--- config.mk ---
export PLATFORM = sky130hd
export DESIGN_NAME = mul_seq
export DESIGN_NICKNAME = d
export VERILOG_FILES = /design/src/rtl/mul_pkg.sv /design/src/rtl/mul_step.sv /design/src/rtl/mul_seq.sv
export SDC_FILE = /design/constraint.sdc
export NUM_CORES = 1
export LEC_CHECK = 0
export CORE_MARGIN = 5
export CORE_UTILIZATION = 40
export CTS_CLUSTER_DIAMETER = 200
export CTS_CLUSTER_SIZE = 8
export DETAILED_ROUTE_END_ITERATION = 6
export PLACE_DENSITY = 0.71
export RECOVER_POWER = 25
export SETUP_SLACK_MARGIN = 0.02
export SLEW_MARGIN = 20
export SYNTH_ARGS = -nofsm -noshare
export SYNTH_HDL_FRONTEND = slang
export SYNTH_SLANG_ARGS = --single-unit
--- constraint.sdc ---
create_clock -name clk_i -period 3.9 [get_ports clk_i]
set_input_delay 1.17 -clock clk_i [delete_from_list [all_inputs] [get_ports clk_i]]
set_output_delay 1.17 -clock clk_i [all_outputs]
set_load 0.02 [all_outputs]
--- src/rtl/mul_pkg.sv ---
// rtl/mul_pkg.sv - shared types and helpers for the sequential multiplier
package mul_pkg;

  typedef enum logic [1:0] {
    IDLE = 2'd0,
    BUSY = 2'd1,
    DONE = 2'd2
  } state_e;

  typedef struct packed {
    logic x_signed;
    logic y_signed;
  } sign_mode_t;

  function automatic int ceil_div(input int a, input int b);
    return (a + b - 1) / b;
  endfunction

endpackage

--- src/rtl/mul_step.sv ---
// rtl/mul_step.sv - adds one group of shifted partial products into the accumulator
module mul_step #(
  parameter int PW = 16,
  parameter int K  = 2
) (
  input  logic [PW-1:0] acc_i,
  input  logic [K-1:0]  x_grp_i,
  input  logic [PW-1:0] y_i,
  input  logic          neg_last_i,
  output logic [PW-1:0] sum_o
);

  logic [PW-1:0] row;

  always_comb begin
    sum_o = acc_i;
    row   = '0;
    for (int j = 0; j < K; j++) begin
      row = x_grp_i[j] ? (y_i << j) : '0;
      // The sign bit of a two's-complement multiplier carries negative weight.
      if ((j == K - 1) && neg_last_i) sum_o = sum_o - row;
      else                            sum_o = sum_o + row;
    end
  end

endmodule

--- src/rtl/mul_seq.sv ---
// rtl/mul_seq.sv - radix-2^K sequential multiplier with valid/ready handshakes
module mul_seq
  import mul_pkg::*;
#(
  parameter int WIDTH_X        = 8,
  parameter int WIDTH_Y        = 8,
  parameter int BITS_PER_CYCLE = 2
) (
  input  logic                       clk_i,
  input  logic                       rst_ni,
  input  logic                       in_valid_i,
  output logic                       in_ready_o,
  input  logic [WIDTH_X-1:0]         x_i,
  input  logic [WIDTH_Y-1:0]         y_i,
  input  logic                       x_signed_i,
  input  logic                       y_signed_i,
  output logic                       out_valid_o,
  input  logic                       out_ready_i,
  output logic [WIDTH_X+WIDTH_Y-1:0] p_o
);

  localparam int K  = BITS_PER_CYCLE;
  localparam int N  = ceil_div(WIDTH_X, K);
  localparam int XE = N * K;
  localparam int PW = WIDTH_X + WIDTH_Y;
  localparam int CW = $clog2(N) + 1;

  state_e        state_q, state_d;
  logic [CW-1:0] cnt_q;
  logic [XE-1:0] x_q;
  logic [WIDTH_Y-1:0] y_q;
  sign_mode_t    mode_q;
  logic [PW-1:0] acc_q, p_q;

  logic          accept, last_step, neg_last;
  logic [XE-1:0] x_ext;
  logic [PW-1:0] y_ext, y_sh, step_sum;

  assign accept    = in_valid_i & in_ready_o;
  assign last_step = (state_q == BUSY) && (cnt_q == CW'(N - 1));
  assign neg_last  = mode_q.x_signed && (cnt_q == CW'(N - 1));

  // Extra top bit selects sign- or zero-extension in a single cast.
  assign x_ext = XE'($signed({x_signed_i & x_i[WIDTH_X-1], x_i}));
  assign y_ext = PW'($signed({mode_q.y_signed & y_q[WIDTH_Y-1], y_q}));
  assign y_sh  = y_ext << (32'(cnt_q) * K);

  mul_step #(.PW(PW), .K(K)) u_step (
    .acc_i      (acc_q),
    .x_grp_i    (x_q[K-1:0]),
    .y_i        (y_sh),
    .neg_last_i (neg_last),
    .sum_o      (step_sum)
  );

  always_ff @(posedge clk_i or negedge rst_ni) begin
    if (!rst_ni) state_q <= IDLE;
    else         state_q <= state_d;
  end

  always_comb begin
    state_d = state_q;
    case (state_q)
      IDLE:    if (accept) state_d = BUSY;
      BUSY:    if (last_step) state_d = DONE;
      DONE:    if (out_ready_i) state_d = accept ? BUSY : IDLE;
      default: state_d = IDLE;
    endcase
  end

  always_comb begin
    in_ready_o  = (state_q == IDLE) || ((state_q == DONE) && out_ready_i);
    out_valid_o = (state_q == DONE);
  end

  always_ff @(posedge clk_i or negedge rst_ni) begin
    if (!rst_ni) begin
      cnt_q  <= '0;
      x_q    <= '0;
      y_q    <= '0;
      mode_q <= '0;
      acc_q  <= '0;
      p_q    <= '0;
    end else if (accept) begin
      cnt_q  <= '0;
      x_q    <= x_ext;
      y_q    <= y_i;
      mode_q <= '{x_signed: x_signed_i, y_signed: y_signed_i};
      acc_q  <= '0;
    end else if (state_q == BUSY) begin
      cnt_q <= cnt_q + CW'(1);
      x_q   <= x_q >> K;
      acc_q <= step_sum;
      if (last_step) p_q <= step_sum;
    end
  end

  assign p_o = p_q;

endmodule

After elaboration in Yosys (flattened, before gate mapping)

Index checks and enable logic that the tools add are counted.

Register bits: 55
Input port bits: 22
Word-level logic and storage cells: 44

$add $sub $neg: 4
Eq/ne operators: 6
Shifts and indexed selects: 1
Muxes and demuxes: 14
Bitwise logic cells: 3
Reductions and logical operators: 8

Operator list:

| cell                                                                     | number |
|---|---|
| 16-bit two-way mux                                                       | 5 |
| 16-bit adder                                                             | 2 |
| 8-bit two-way mux                                                        | 2 |
| 16-bit by 4-bit left shift with 16-bit output                            | 1 |
| 16-bit subtractor                                                        | 1 |
| 2-bit two-way mux                                                        | 3 |
| 3-bit two-way mux                                                        | 2 |
| 2-bit one-hot mux with 3 select lines                                    | 1 |
| 3-bit AND reduction                                                      | 2 |
| 2-bit inequality test (second input constant)                            | 2 |
| 3-bit by 1-bit adder with 3-bit output (second input constant)           | 1 |
| 3-bit by 2-bit equality test with 1-bit output (second input constant)   | 1 |
| 1-bit logical AND                                                        | 3 |
| 1-bit bitwise AND                                                        | 2 |
| 2-bit by 1-bit equality test with 1-bit output (second input constant)   | 1 |
| 2-bit equality test (second input constant)                              | 1 |
| 2-bit logical NOT                                                        | 1 |
| 2-bit by 1-bit inequality test with 1-bit output (second input constant) | 1 |
| 2-bit nonzero test                                                       | 1 |
| 1-bit logical OR                                                         | 1 |
| 1-bit two-way mux                                                        | 1 |
| 1-bit NOT                                                                | 1 |

Logic depth before layout (Yosys ltp)

Word-level depth: 8
Depth in mapped cells: 21
Depth with buffers taken out: 20

Hierarchy

A second synthesis with hierarchy kept.

Cell total of the unflattened synthesis: 496
Area, all modules: 4464.3 µm²

By module, submodules not included:

| module   | instances | cells each | area each (µm²) | sequential area each (µm²) |
|---|---|---|---|---|
| mul_seq  | 1         | 237        | 2676.3          | 1376.3 |
| mul_step | 1         | 259        | 1788.0          | 0.0 |

Worst setup path before layout

Ideal clock, no wire load.

Path kind: register to register
From: register cnt_q[2]
To: register p_q[15], in the netlist p_o[15]
Setup time: 133 ps
Arrival time: 3870 ps
Data required time: 3767 ps
Slack: -103 ps
Stages on the path, launching flop included: 21
Clock period less this slack: 4003 ps
Cell sequence: dfrtp_1 buf_2 clkinv_1 nand2_1 nor2_1 ha_1 fa_1 a21o_1 a21oi_1 o21bai_1 a21oi_1 o21bai_1 a211o_1 a2111oi_0 nor2_1 xor2_1 ha_1 a21oi_1 o21ai_0 xnor2_1 o21ai_1

Cells in the longest elaborated chain, start to end: 5
Elaborated cells between the ends (all ways): 11
Classes of those cells: add/sub: 3; eq/ne: 1; shift: 1; mux: 3; reduce/logical: 3

Ends and longest elaborated chain:

| what                                              | RTL line                       | source |
|---|---|---|
| from (decl)                                       | mul_seq.sv:29                  | `logic [CW-1:0] cnt_q;` |
| from (signal assigned)                            | mul_seq.sv:91                  | `cnt_q <= cnt_q + CW'(1);` |
| 16-bit by 4-bit left shift with 16-bit output     | mul_seq.sv:46                  | `assign y_sh = y_ext << (32'(cnt_q) * K);` |
| 16-bit two-way mux                                | mul_step.sv:19                 | `row = x_grp_i[j] ? (y_i << j) : '0;` |
| 16-bit adder                                      | mul_step.sv:22                 | `else sum_o = sum_o + row;` |
| 16-bit adder or 16-bit subtractor (tied branches) | mul_step.sv:22, mul_step.sv:21 |  |
| 16-bit two-way mux                                | mul_step.sv:21                 | `if ((j == K - 1) && neg_last_i) sum_o = sum_o - row;` |
| to (signal assigned)                              | mul_seq.sv:94                  | `if (last_step) p_q <= step_sum;` |
| to (decl)                                         | mul_seq.sv:33                  | `logic [PW-1:0] acc_q, p_q;` |

Several ways; a longest one is shown, not always the timed one.
A chain may end at the register's enable or synchronous reset.

Worst setup path in the final report

From: register cnt_q[0]
To: register acc_q[15]

Cells in the longest elaborated chain, start to end: 7
Elaborated cells between the ends (all ways): 11
Classes of those cells: add/sub: 3; eq/ne: 1; shift: 1; mux: 5; reduce/logical: 1

Ends and longest elaborated chain:

| what                                              | RTL line                       | source |
|---|---|---|
| 16-bit by 4-bit left shift with 16-bit output     | mul_seq.sv:46                  |  |
| 16-bit two-way mux                                | mul_step.sv:19                 |  |
| 16-bit adder                                      | mul_step.sv:22                 |  |
| 16-bit adder or 16-bit subtractor (tied branches) | mul_step.sv:22, mul_step.sv:21 |  |
| 16-bit two-way mux (*)                            | mul_step.sv:21                 |  |
| 16-bit two-way mux (*)                            | mul_seq.sv:90                  | `end else if (state_q == BUSY) begin` |
| 16-bit two-way mux (*)                            | mul_seq.sv:84                  | `end else if (accept) begin` |
| to (signal assigned)                              | mul_seq.sv:93                  | `acc_q <= step_sum;` |
| to (decl)                                         | mul_seq.sv:33                  |  |

Mark *: on every way between the ends. The rest lies on a longest branch, timed or not. The select of a mux whose other input is x is not followed.

==> results_tabular.tex <==
\begin{tabular}{lr}
\hline
Metric & Value \\
\hline
\multicolumn{2}{l}{\textbf{Cells and area}} \\
Net count reported at finish & 698 \\
Count of filler cells inserted in the layout & 992 \\
Area growth syn-to-layout & 33.0\% \\
Number of antenna repair diodes & 0 \\
Fraction of layout cells with a size suffix above 1 & 23.8\% \\
Final instance count without filler cells & 783 \\
Final standard cell area without fillers & 0.00582 sq mm \\
\multicolumn{2}{l}{\textbf{Detailed routing}} \\
Number of vias per cell & 5.48 \\
Routed Wire Length & 12,200 microns \\
Count of antenna-violating nets left after detailed routing & 0 \\
Average wire length per cell after detail routing & 15.6 microns \\
Vias after detailed routing & around 4,300 \\
DRC errors left & 0 \\
DR pass1 iterations & 5 \\
1st-iter DRT viols & 266 \\
\multicolumn{2}{l}{\textbf{Clocking}} \\
CTS tree & done \\
Count of clock tree sinks & 55 \\
Buffers from clock root to sink, at most & 2 \\
Clock network latency to the later pin of the worst-skew pair & 0.32 ns \\
Clock Root Buffer & clkbuf\_8 \\
Hold bufs inserted after CTS & 0 \\
CTS H-Tree Depth & 2 \\
Clk slew on worst S/H paths & 0.11 ns \\
Total clock buffers created by CTS & 5 \\
\multicolumn{2}{l}{\textbf{Hold path}} \\
Worst hold path depth & 2 \\
Destination of the worst hold path & p\_o[5] \\
Beginning of the worst hold path & p\_o[5] \\
Kind of path behind the tightest hold check & flop to flop \\
\multicolumn{2}{l}{\textbf{Timing}} \\
Unrepaired setup endpoints after global routing & yes \\
Final worst path period share & 99.5\% \\
Skew final & 0.00644 ns \\
Peak clock frequency supported by timing & 258 MHz \\
Transition time at the pin with the least slew margin & 1.41 ns \\
Final Hold Fails & 0 \\
Relative max-transition margin & $\sim$5.8\% \\
Final period demand of the worst path & around 3.9 ns \\
Final setup viols & 0 \\
Max-slew violations & 0 \\
Final worst setup slack & 0.0214 ns \\
\multicolumn{2}{l}{\textbf{Worst setup path}} \\
Critical setup path kind & flop to flop \\
Worst reg-to-reg setup slack & 0.02 ns \\
Worst path required time & 4.09 ns \\
Crit. End Element & flop \\
CP max stage cell & dfrtp\_2 \\
Largest stage delay, worst path & around 0.52 ns \\
Type of element launching the critical path & flop \\
Arrival time at the worst endpoint & 4.07 ns \\
Critical R2R Launch & cnt\_q[0] \\
Critical Path Fanout Max & 7 \\
Cell Chain, Critical Path & buf\_12 > mux2i\_4 > o21ai\_2 > inv\_2 > nor2\_2 > ha\_1 > nor3\_2 > nor2\_2 > a21oi\_2 > o21bai\_1 > a21oi\_1 > xnor2\_1 > ha\_1 > and3\_1 > a21oi\_1 > buf\_4 > o211ai\_1 > nand2b\_4 > o21ai\_1 > xnor2\_1 > o21ai\_1 \\
Worst setup path start & cnt\_q[0] \\
Cell count of the worst reg-to-reg path & 21 \\
Crit Reg-Reg Endpoint & acc\_q[15] \\
\multicolumn{2}{l}{\textbf{Synthesis}} \\
Count leader, synth & nand2\_1 \\
Distinct cell type count after synthesis & 65 \\
Largest cells by area after synthesis & dfrtp\_1 31\%, ha\_1 9.4\%, nand2\_1 8.5\%, o21ai\_0 5.0\%, a21oi\_1 4.1\% \\
FF+latch count, synth & 55 \\
Netlist area before placement & around 0.0044 sq mm \\
Yosys synthesis warning count & 0 \\
Fraction of the yosys area taken by sequential cells & a little under a third \\
Number of nets in the synthesized netlist & 598 \\
Most instantiated cells after synthesis & 99 x nand2\_1, 55 x dfrtp\_1, 44 x o21ai\_0 \\
Syn Area/Cell & 8.08 sq um \\
Primary flip-flop cell chosen by synthesis mapping & dfrtp\_1 \\
EDFF count, synth & 0 \\
Count of mapped cells out of synthesis & 542 \\
Share of the synthesized area in the top cell type & 31.4\% \\
Async set-reset flop share out of synthesis & 100\% \\
Post-synthesis cell type with the largest combined area & dfrtp\_1 \\
\multicolumn{2}{l}{\textbf{Place}} \\
Detailed placer's ending HPWL & 9230 microns \\
Placement-stage cell area & 0.00536 sq mm \\
Port bufs & 39 \\
Cell Count Post-Placement & approximately 770 \\
Placer's final routability congestion estimate & 0.951 \\
Post-placement setup slack & -0.139 ns \\
\multicolumn{2}{l}{\textbf{Global route}} \\
Maximum number of pins on one net before global-route repair & 31 \\
Global routing usage summed across all routing layers & 18.4\% \\
Wire length of the first global-routing pass & approximately 20,000 microns \\
Vias in the first global route & 4,222 \\
Overall overflow remaining after global route & 0 \\
Initial antenna violation count & 0 \\
\multicolumn{2}{l}{\textbf{Floorplanning}} \\
Total die area & 0.0131 sq mm \\
Horizontal extent of the die & between 100 and 150 microns \\
Initial Util & 40.6\% \\
DIE HEIGHT & around 110 microns \\
Cell Rows & 38 \\
I/O pins & 40 \\
Core area & around 0.011 sq mm \\
\multicolumn{2}{l}{\textbf{Flow run}} \\
Number of max-capacitance violations reported & 0 \\
\multicolumn{2}{l}{\textbf{Outcome}} \\
Run status & completed \\
\hline
\end{tabular}
## layer usage
layer,global-route usage (%),routed length (microns),vias up,part of all wire (%)
li1,-,-,2123,-
met1,24.3,5430,2059,45
met2,31.1,6010,83,49
met3,2.59,421,26,3.5
met4,6.02,340,0,2.8
met5,0,0,-,0
## what timing repair did
item / in CTS / in global routing
pin swaps: 4 / 22
setup endpoints to repair: 12 / 13
buffers inserted: 1 / 5
gates resized for setup: 15 / 58
hold endpoints to repair: 0 / 0
cloned: 0 / 1
## critical path, delay by kind of cell (launching register included)
family / cells / cell delay (ns)
buffers and inverters: 3 / 0.40
AO/OA/AOI/OAI: 8 / 1.05
AND/OR/NAND/NOR: 5 / 0.67
multiplexers: 1 / 0.18
flip-flops: 1 / 0.52
adder cells (fa/ha/maj): 2 / 0.56
XOR/XNOR: 2 / 0.38
## cells in the final DEF (no fill, tap or decap), types with 4 or more instances in the layout
| cell type | instances |
|---|---|
| a21oi_2 | 8 |
| or3_1 | 4 |
| clkbuf_8 | 6 |
| buf_6 | 4 |
| or2_2 | 4 |
| a21oi_1 | 28 |
| mux2i_4 | 4 |
| inv_1 | 16 |
| xor2_1 | 10 |
| o31ai_1 | 9 |
| nor2_1 | 31 |
| a21o_1 | 4 |
| ha_1 | 31 |
| clkdlybuf4s50_1 | 37 |
| nor2b_1 | 6 |
| buf_4 | 73 |
| o21ai_0 | 37 |
| o21a_1 | 12 |
| nand2b_1 | 4 |
| nor3_1 | 9 |
| dfrtp_1 | 54 |
| nor3_2 | 6 |
| o211ai_1 | 5 |
| a31oi_1 | 11 |
| o21ai_1 | 9 |
| nand2_1 | 98 |
| xnor2_1 | 16 |
| nand3_1 | 20 |
## area by class of cell
cell class	instances	area [sq um]	area share, %
multi-input cells	441	3060	52.6
repair buffers	119	1030	17.6
clock inverters	2	18.8	0.322
flip-flops and latches	55	1380	23.7
clock buffers	6	82.6	1.42
inverters	20	76.3	1.31
well taps	140	175	3.01
## flip-flops by register name, summed over array words and instances (netlist names)
name     count
state_q      2
cnt_q        3
p_o         16
mode_q       2
x_q          8
acc_q       16
y_q          8
## cells by family (layout without fill, tap and decap cells)
| logic type | Yosys count | in the layout | synth area share, % |
|---|---|---|---|
| XOR/XNOR | 28 | 28 | 5.92 |
| adder cells (fa/ha/maj) | 34 | 34 | 9.89 |
| multiplexers | 11 | 11 | 3.40 |
| buffers and inverters | 46 | 147 | 4.60 |
| flip-flops | 55 | 55 | 31.4 |
| AND/OR/NAND/NOR | 211 | 211 | 21.7 |
| AO/OA/AOI/OAI | 157 | 157 | 23.0 |
## worst max-delay path by stage
stage                endpoint  slack [ns]  depth (start not counted)
finish              acc_q[15]        0.02                         21
global route        acc_q[15]       -0.23                         21
CTS                 acc_q[15]        0.03                         19
detailed placement  acc_q[14]       -0.14                         16
global placement      p_o[15]       -0.09                         19
floorplan             p_o[15]        0.02                         20
## per-stage QoR
step | hold slack, ns | utilization (%) | TNS, ns
after floorplan | 0.454 | - | 0
after global placement | 0.461 | 49.7 | -0.340
after detailed placement | 0.473 | 49.7 | -0.921
after CTS | 0.499 | 51.1 | 0
after global routing | 0.537 | 53.9 | -1.56
final | 0.489 | 53.9 | 0
Power is left out: the tool's default activity adds up to more than one toggle a clock period on the data nets, which glitch-free logic cannot reach.
